==> src/rtl/postbox_host_tx.sv <==
// Host end of the POST-box link: emits testreq pulse groups (raw counts or bit-serial bytes) and
// captures testack per group. Define TESTACK_SYNC_EN to sample testack through a 2-flop synchroniser.
module postbox_host_tx #(
  parameter int PWID_CYC  = 6,
  parameter int PGAP_CYC  = 6,
  parameter int BREAK_CYC = 300,
  parameter int TMR_W     = 9
) (
  input  logic       refclk,
  input  logic       rst_n,
  input  logic       cmd_valid,
  output logic       cmd_ready,
  input  logic       cmd_mode,
  input  logic [3:0] cmd_count,
  input  logic [7:0] cmd_byte,
  output logic       testreq,
  input  logic       testack,
  output logic       busy,
  output logic       done,
  output logic       last_ack,
  output logic [7:0] rx_byte
);

  typedef enum logic [2:0] {S_IDLE, S_HIGH, S_GAP, S_BREAK, S_DONE} state_t;

  state_t           r_state;
  logic [TMR_W-1:0] r_tmr;
  logic [3:0]       r_pulses;
  logic [6:0]       r_shreg;
  logic [2:0]       r_bits_left;
  logic             r_mode;
  logic             r_testreq;
  logic             r_cmd_ready;
  logic             r_busy;
  logic             r_done;
  logic             r_last_ack;
  logic [7:0]       r_rx_byte;

  logic w_samp;
  logic w_final;
  logic w_ack;

`ifdef TESTACK_SYNC_EN
  logic [1:0] r_sync;
  logic       r_samp_pend;
  logic       r_samp_final;

  // The synchronised ack of a pulse is taken in the 2nd cycle of the following GAP/BREAK.
  assign w_samp  = r_samp_pend &&
                   (((r_state == S_GAP)   && (r_tmr == TMR_W'(PGAP_CYC - 2))) ||
                    ((r_state == S_BREAK) && (r_tmr == TMR_W'(BREAK_CYC - 2))));
  assign w_final = r_samp_final;
  assign w_ack   = r_sync[1];

  always_ff @(posedge refclk or negedge rst_n) begin
    if (!rst_n) begin
      r_sync       <= 2'b00;
      r_samp_pend  <= 1'b0;
      r_samp_final <= 1'b0;
    end else begin
      r_sync <= {r_sync[0], testack};
      if ((r_state == S_HIGH) && (r_tmr == '0)) begin
        r_samp_pend  <= 1'b1;
        r_samp_final <= (r_pulses == 4'd1);
      end else if (w_samp) begin
        r_samp_pend <= 1'b0;
      end
    end
  end
`else
  assign w_samp  = (r_state == S_HIGH) && (r_tmr == '0);
  assign w_final = (r_pulses == 4'd1);
  assign w_ack   = testack;
`endif

  always_ff @(posedge refclk or negedge rst_n) begin
    if (!rst_n) begin
      r_state     <= S_IDLE;
      r_tmr       <= '0;
      r_pulses    <= 4'd0;
      r_shreg     <= 7'd0;
      r_bits_left <= 3'd0;
      r_mode      <= 1'b0;
      r_testreq   <= 1'b0;
      r_cmd_ready <= 1'b1;
      r_busy      <= 1'b0;
      r_done      <= 1'b0;
      r_last_ack  <= 1'b0;
      r_rx_byte   <= 8'h00;
    end else begin
      if (w_samp && w_final) begin
        r_last_ack <= w_ack;
        if (r_mode)
          r_rx_byte <= {r_rx_byte[6:0], w_ack};
      end

      case (r_state)
        S_IDLE: begin
          if (cmd_valid) begin
            r_mode      <= cmd_mode;
            r_shreg     <= cmd_byte[6:0];
            r_bits_left <= 3'd7;
            r_busy      <= 1'b1;
            r_cmd_ready <= 1'b0;
            if (!cmd_mode && (cmd_count == 4'd0)) begin
              r_state <= S_DONE;
              r_done  <= 1'b1;
            end else begin
              r_state   <= S_HIGH;
              r_testreq <= 1'b1;
              r_tmr     <= TMR_W'(PWID_CYC - 1);
              r_pulses  <= cmd_mode ? (cmd_byte[7] ? 4'd2 : 4'd1) : cmd_count;
            end
          end
        end
        S_HIGH: begin
          if (r_tmr == '0) begin
            r_testreq <= 1'b0;
            if (r_pulses == 4'd1) begin
              r_state <= S_BREAK;
              r_tmr   <= TMR_W'(BREAK_CYC - 1);
            end else begin
              r_state  <= S_GAP;
              r_tmr    <= TMR_W'(PGAP_CYC - 1);
              r_pulses <= r_pulses - 4'd1;
            end
          end else begin
            r_tmr <= r_tmr - 1'b1;
          end
        end
        S_GAP: begin
          if (r_tmr == '0) begin
            r_state   <= S_HIGH;
            r_testreq <= 1'b1;
            r_tmr     <= TMR_W'(PWID_CYC - 1);
          end else begin
            r_tmr <= r_tmr - 1'b1;
          end
        end
        S_BREAK: begin
          if (r_tmr == '0) begin
            // Byte mode: r_shreg[6] holds the next bit to send, MSB first.
            if (r_mode && (r_bits_left != 3'd0)) begin
              r_shreg     <= {r_shreg[5:0], 1'b0};
              r_bits_left <= r_bits_left - 3'd1;
              r_pulses    <= r_shreg[6] ? 4'd2 : 4'd1;
              r_state     <= S_HIGH;
              r_testreq   <= 1'b1;
              r_tmr       <= TMR_W'(PWID_CYC - 1);
            end else begin
              r_state <= S_DONE;
              r_done  <= 1'b1;
            end
          end else begin
            r_tmr <= r_tmr - 1'b1;
          end
        end
        S_DONE: begin
          r_done      <= 1'b0;
          r_busy      <= 1'b0;
          r_cmd_ready <= 1'b1;
          r_state     <= S_IDLE;
        end
        default: r_state <= S_IDLE;
      endcase
    end
  end

  assign testreq   = r_testreq;
  assign cmd_ready = r_cmd_ready;
  assign busy      = r_busy;
  assign done      = r_done;
  assign last_ack  = r_last_ack;
  assign rx_byte   = r_rx_byte;

endmodule

==> config.mk <==
export PLATFORM = sky130hd
export DESIGN_NAME = postbox_host_tx
export DESIGN_NICKNAME = d
export VERILOG_FILES = /design/src/rtl/postbox_host_tx.sv
export SDC_FILE = /design/constraint.sdc
export NUM_CORES = 1
export LEC_CHECK = 0
export BUFFER_PORTS_ARGS = -buffer_cell sky130_fd_sc_hd__buf_2
export CAP_MARGIN = 20
export CORE_MARGIN = 5
export CORE_UTILIZATION = 45
export CTS_BUF_LIST = sky130_fd_sc_hd__clkbuf_16
export CTS_CLUSTER_SIZE = 12
export DETAILED_ROUTE_END_ITERATION = 6
export PLACE_DENSITY = 0.68
export SLEW_MARGIN = 10
export SYNTH_ARGS = -nofsm -noshare
export SYNTH_HDL_FRONTEND = slang
export SYNTH_SLANG_ARGS = --single-unit
==> constraint.sdc <==
create_clock -name refclk -period 2.19 [get_ports refclk]
set_clock_uncertainty 0.05 [all_clocks]
set_input_delay 0.3285 -clock refclk [delete_from_list [all_inputs] [get_ports refclk]]
set_output_delay 0.3285 -clock refclk [all_outputs]
set_load 0.01 [all_outputs]
==> flow_summary.toml, run 1 <==
[power_and_ir_drop]
p_per_area_nw_per_um2 = 1287
combPwrFrac_pct = 46.3
p_leak_nw = 1.293
p_seq_share_pct = 33.6
clock_power_share_pct = 20.1
ir_drop_v = 0.0006090
intPower_w = 0.002180
p_switching_w = 0.001366
netSwitchingFraction_pct = 38.51

[synthesis]
synth_edf_count = 0
yosys_warnings = 0
synth_seq_area_share_pct = 47.17
synth.distinct_cells = 48
ys.flop_type = "dfrtp_1"
syn_inst = 223
post_synth.cell_area_avg_sq_um = 9.527
syn_area_sq_um = 2125
synth_seq_cells = 40
synth_nets = 245
async_reset_ff_share_pct = 100.0

[finish]
fillers = 398
mostFrequentLayoutCell = "dfrtp_1"
drive_above_1_share_pct = 36.17
finalNetCount = 303
final_cell_mix = "dfrtp_1, buf_2, buf_4"
final_area_sq_um = 2754
area_delta_synth_final_pct = 29.62
antennaDiodeCount = 0

[sta]
setup_viol = 0
tightest_slew_ns = 0.6104
slew_viol_final = 0
hold_ws_ns = 0.05128
min_period_over_period_pct = 99.61
slew_headroom_pct = 59.03
timing_hold_violations_final = 0
fmax_ghz = 0.4584
period_needed_ns = 2.182
rsz0062_at_grt = "true"

[route]
vias_per_cell = 5.438
vias = 1827
drc = 0
drtIter0Drc = 126
drt-pass1-iter-count = 4
wire_per_inst_um = 14.37
ant_nets = 0
routed_wl_mm = 4.827

[clock_network]
cts_tree = "yes"
cts.clk_slew.worst_paths_ns = 0.06
htreeDepth = 2
cts-root-buf = "clkbuf_16"
cts.sinks = 40
cts_hold_buf = 0
clockBufferDepth = 2
insertion_delay_ns = 0.28
cts_buffers = 5

[worst_setup_path]
critPathSlowestCell = "or4b_4"
worstPathCellList = "inv_1, ha_2, or4b_4, or2_4, a221o_1, buf_6, nor2_2, a21oi_1"
critPathTopFamily = "simple AND/OR/NAND/NOR gates"
crit_path_end_kind = "flip-flop"
max_stage_delay_ns = 0.47
crit_arrival_ns = 2.30
crit_required_ns = 2.31
crit_buf_inv = 2
cp_max_fo = 11
start_kind = "flip-flop"
rrSetupSlack_ns = 0.008
worstSetupPathType = "reg -> reg"

[placement]
dp_hpwl_mm = 3.462
gp_congestion = 0.8910
place_area_sq_um = 2515
portBuffers = 29

[grt]
antenna_found_initial = 0
grt_pass1_vias = 1802
grt_use_total_pct = 17.16
grt_pass1_wl_mm = 8.390
grt_max_degree = 41
grt_overflow = 0

[floorplan]
die_h_um = 78.71
die_w_um = 78.71
io_pins = 30
core_sq_um = 4661
start_util_pct = 45.58
row_count = 25
die_area_sq_um = 6195

[hold_path]
worstHoldPathType = "in -> async"

[status]
status = "complete, no violations"

[run]
timing.max_cap.violations = 0
## flip-flops by register name (all words and copies together), names as in the netlist
signal and count:
r_tmr 9, rx_byte 8, r_shreg 7, r_pulses 4
r_bits_left 3, r_state 3, busy 1, cmd_ready 1
done 1, last_ack 1, r_mode 1, testreq 1
## metrics by stage
stage	power, W	worst slack, ns	std cells	utilization (%)	setup TNS [ns]
2_1_floorplan	0.002164	-0.1567	223	-	-1.466
3_5_place_dp	0.002719	-0.04720	327	53.96	-0.2875
4_1_cts	0.003500	-0.005993	335	57.83	-0.005993
5_1_grt	0.003847	-0.1080	336	59.09	-1.071
6_report	0.003545	0.008437	336	59.09	0
3_3_place_gp	0.002688	-0.006729	327	53.96	-0.007991
## worst reg2reg max path, stage by stage (launching register included)
cell and delay (ns):
dfrtp_1 0.38, inv_1 0.06, ha_2 0.17, or4b_4 0.47, or2_4 0.28, a221o_1 0.36
buf_6 0.17, nor2_2 0.10, a21oi_1 0.04
## cell type report
cell class,instances,area (sq um),area share [%]
repair buffers,61,400.4,14.54
well taps,54,67.56,2.453
multi-input cells,164,1106,40.16
flip-flops and latches,40,1002,36.39
clock buffers,5,125.1,4.543
clock inverters,3,18.77,0.6815
inverters,9,33.78,1.227
## power by group through the flow
stage                     Sequential (W)  Clock, W  Combinational [W]
after floorplan                  0.00118         0           0.000981
after global placement           0.00118         0            0.00150
after detailed placement         0.00119         0            0.00153
after CTS                        0.00119  0.000738            0.00157
after global routing             0.00123  0.000768            0.00185
final                            0.00119  0.000711            0.00164
## cells in the mapped netlist, types with 2 or more instances
| cell | count | area share, % |
|---|---|---|
| dfrtp_1 | 39 | 46 |
| nand2_1 | 29 | 5.1 |
| nor2_1 | 18 | 3.2 |
| o21ai_0 | 17 | 4.0 |
| a21oi_1 | 13 | 3.1 |
| mux2_2 | 10 | 5.3 |
| inv_1 | 9 | 1.6 |
| nor3_1 | 8 | 1.9 |
| nand3_1 | 7 | 1.6 |
| o21ai_2 | 7 | 2.9 |
| mux2i_1 | 6 | 2.8 |
| clkbuf_1 | 5 | 0.88 |
| ha_1 | 5 | 2.9 |
| nand2b_1 | 5 | 1.5 |
| o211ai_1 | 3 | 1.1 |
| a31oi_1 | 2 | 0.59 |
| a32oi_1 | 2 | 0.82 |
| buf_2 | 2 | 0.47 |
| buf_6 | 2 | 1.1 |
| nor3b_1 | 2 | 0.71 |
| nor4_1 | 2 | 0.59 |
| o21ai_1 | 2 | 0.47 |
| or2_2 | 2 | 0.59 |
| or3_1 | 2 | 0.59 |
## kinds of logic (layout without fill, tap and decap cells)
kind of cell / count (synthesis) / count (layout) / share of synthesized area, %
fa+ha+maj: 5 / 5 / 2.945
mux: 16 / 16 / 8.127
compound gates: 57 / 57 / 17.43
buf+inv: 19 / 78 / 4.181
flops: 40 / 40 / 47.17
xor+xnor: 1 / 1 / 0.4123
simple gates: 85 / 85 / 19.73
## per-layer routing
layer	vias to the layer above	part of all wire, %	global-route usage (%)
met5	-	0	0
met4	0	2.0	6.119
met2	53	46	26.40
li1	915	-	-
met1	850	47	23.63
met3	9	5.3	4.082
## repair_timing
action / in CTS / in global routing
pin swaps: 0 / 4
setup buffers: 0 / 1
setup endpoints to repair: 24 / 32
gates resized for setup: 8 / 14
## worst paths after layout
kind,startpoint,end,depth (start not counted)
worst max register to register,r_tmr[1],r_bits_left[2],8
min in group refclk,cmd_byte[0],r_shreg[0],3
worst max-delay path,r_tmr[1],r_bits_left[2],8
worst min-delay path,rst_n,r_tmr[5],2
max in group asynchronous,rst_n,cmd_ready,2
worst min register to register,r_shreg[1],r_shreg[1],2
(Power assumes the default switching activity.)
==> run 2: changes to the inputs <==
==> constraint.sdc (replaced) <==
create_clock -name refclk -period 2.19 [get_ports refclk]
set_clock_uncertainty 0.05 [all_clocks]
set_input_delay 0.1095 -clock refclk [delete_from_list [all_inputs] [get_ports refclk]]
set_output_delay 0.1095 -clock refclk [all_outputs]
set_load 0.01 [all_outputs]
==> run 2 against run 1 <==
Net effect: final area about the same; final cell count down 0.30%; utilization down 0.054 points; global-route usage down 0.58 points; combinational power about the same; worst hold slack worse by 0.043 ns; maximum frequency down 2.0%; clock-buffer cell count unchanged; sequential share of layout area about the same; non-clock buffer count down 1; the flow now finishes with violations (setup timing); sequential cell count unchanged; via count up 0.27%.
==> flow_summary.toml, run 2 (same netlist as run 1, synthesis figures left out) <==
[status]
status = "complete, but fails checks"
failed_checks = "setup timing"

[clock_network]
cts-root-buf = "clkbuf_16"
cts_tree = "yes"
clockBufferDepth = 2
cts.sinks = 40
cts_buffers = 5
cts.clk_slew.worst_paths_ns = 0.06
insertion_delay_ns = 0.28
htreeDepth = 2

[power_and_ir_drop]
p_seq_share_pct = 33.4
combPwrFrac_pct = 47.0
power_w = 0.003562
p_leak_nw = 1.294
p_per_area_nw_per_um2 = 1294
p_switching_w = 0.001379
clock_power_share_pct = 19.6
intPower_w = 0.002183
ir_drop_v = 0.0006201
netSwitchingFraction_pct = 38.71

[finish]
drive_above_1_share_pct = 35.59
mostFrequentLayoutCell = "dfrtp_1"
area_delta_synth_final_pct = 29.51
largest_register_ffs = 9
antennaDiodeCount = 0
top_register = "r_tmr"
final_cell_mix = "dfrtp_1, buf_2, nand2_1"
final_util_pct = 59.03
finalNetCount = 302

[hold_path]
worstHoldPathType = "in -> reg"
holdPathStages = 3
hp-start = "cmd_byte[0]"
hold_end = "r_shreg[0]"

[worst_setup_path]
r2r_cells = 8
r2r_end = "r_bits_left[0]"
crit_buf_inv = 2
worstPathCellList = "inv_1, ha_2, or4b_4, or2_4, a221o_1, buf_6, nor3_2, a21oi_1"
cp_max_fo = 9
critPathTopFamily = "simple AND/OR/NAND/NOR gates"
critPathSlowestCell = "or4b_4"
crit_required_ns = 2.31
reg2reg_from = "r_tmr[1]"
crit_arrival_ns = 2.35
worstSetupPathType = "reg -> reg"
crit_path_end_kind = "flip-flop"
rrSetupSlack_ns = -0.04
crit_cells = 8
max_stage_delay_ns = 0.48
start_kind = "flip-flop"

[placement]
dp_worst_setup_slack_ns = -0.06194
portBuffers = 29
gp_congestion = 0.8892
dp_hpwl_mm = 3.456

[floorplan]
io_pins = 30
die_w_um = 78.71
start_util_pct = 45.58
die_h_um = 78.71
core_sq_um = 4661
die_area_sq_um = 6195
row_count = 25

[grt]
grt_pass1_vias = 1700
grt_pass1_wl_mm = 8.155
grt_max_degree = 41
antenna_found_initial = 0
grt_use_total_pct = 16.58
grt_overflow = 0

[sta]
rsz0062_at_grt = "true"
min_period_over_period_pct = 101.7
timing_hold_violations_final = 0
slew_headroom_pct = 40.60
fmax_ghz = 0.4490
tightest_slew_ns = 0.8910
setup_viol = 6
timing.final.ws_setup_ns = -0.03710
hold_ws_ns = 0.008619
slew_viol_final = 0
period_needed_ns = 2.227

[run]
timing.max_cap.violations = 0

[route]
vias_per_cell = 5.469
vias = 1832
wire_per_inst_um = 14.77
routed_wl_mm = 4.949
ant_nets = 0
drt-pass1-iter-count = 4
drc = 0
drtIter0Drc = 91
## run 2: worst max path at each step
| stage | to | slack [ns] | from |
|---|---|---|---|
| global route | r_tmr[6] | -0.18 | r_state[0] |
| finish | r_bits_left[0] | -0.04 | r_tmr[1] |
| floorplan | r_bits_left[0] | -0.16 | r_tmr[0] |
| CTS | r_bits_left[0] | -0.05 | r_tmr[0] |
| detailed placement | r_bits_left[0] | -0.06 | r_tmr[0] |
| global placement | r_pulses[0] | -0.01 | r_tmr[0] |
## run 2: timing repair
item,4_1_cts,5_1_grt
resized for setup,8,16
hold buffers,1,0
pin swaps,0,3
endpoints found under the hold margin,39,0
setup endpoints to repair,29,32
setup buffers,0,1
## run 2: power groups by stage
stage                     combinational, W  sequential, W  clock, W
after floorplan                   0.000981        0.00118         0
after global placement             0.00150        0.00118         0
after detailed placement           0.00153        0.00119         0
after CTS                          0.00159        0.00118  0.000711
after global routing               0.00186        0.00123  0.000741
final                              0.00167        0.00119  0.000699
## run 2: layout make-up
class	count	area, sq um
fillers	389	1909
clock inverters	3	15.01
flip-flops and latches	40	1002
well taps	54	67.56
repair buffers	60	402.9
inverters	9	33.78
clock buffers	5	125.1
multi-input cells	164	1105
## run 2: tightest hold or removal path, delay by kind of cell
kind	cells	cell delay, ns
AOI/OAI and AO/OA	1	0.05
and+or+nand+nor	1	0.06
buffers and inverters	1	0.09
## run 2: per-layer routing
metal | vias up | global-route usage (%) | share of wire, %
li1 | 917 | - | -
met1 | 881 | 24.10 | 48
met2 | 27 | 25.21 | 48
met3 | 7 | 3.401 | 3.0
met4 | 0 | 4.371 | 1.6
met5 | - | 0 | 0
## run 2: metrics by stage
| stage | cell area (sq um) | instances | setup TNS [ns] |
|---|---|---|---|
| floorplan | 2125 | 223 | -1.466 |
| global placement | 2500 | 325 | -0.02322 |
| detailed placement | 2500 | 325 | -0.4974 |
| CTS | 2686 | 334 | -0.1116 |
| global route | 2751 | 335 | -1.895 |
| finish | 2751 | 335 | -0.1057 |
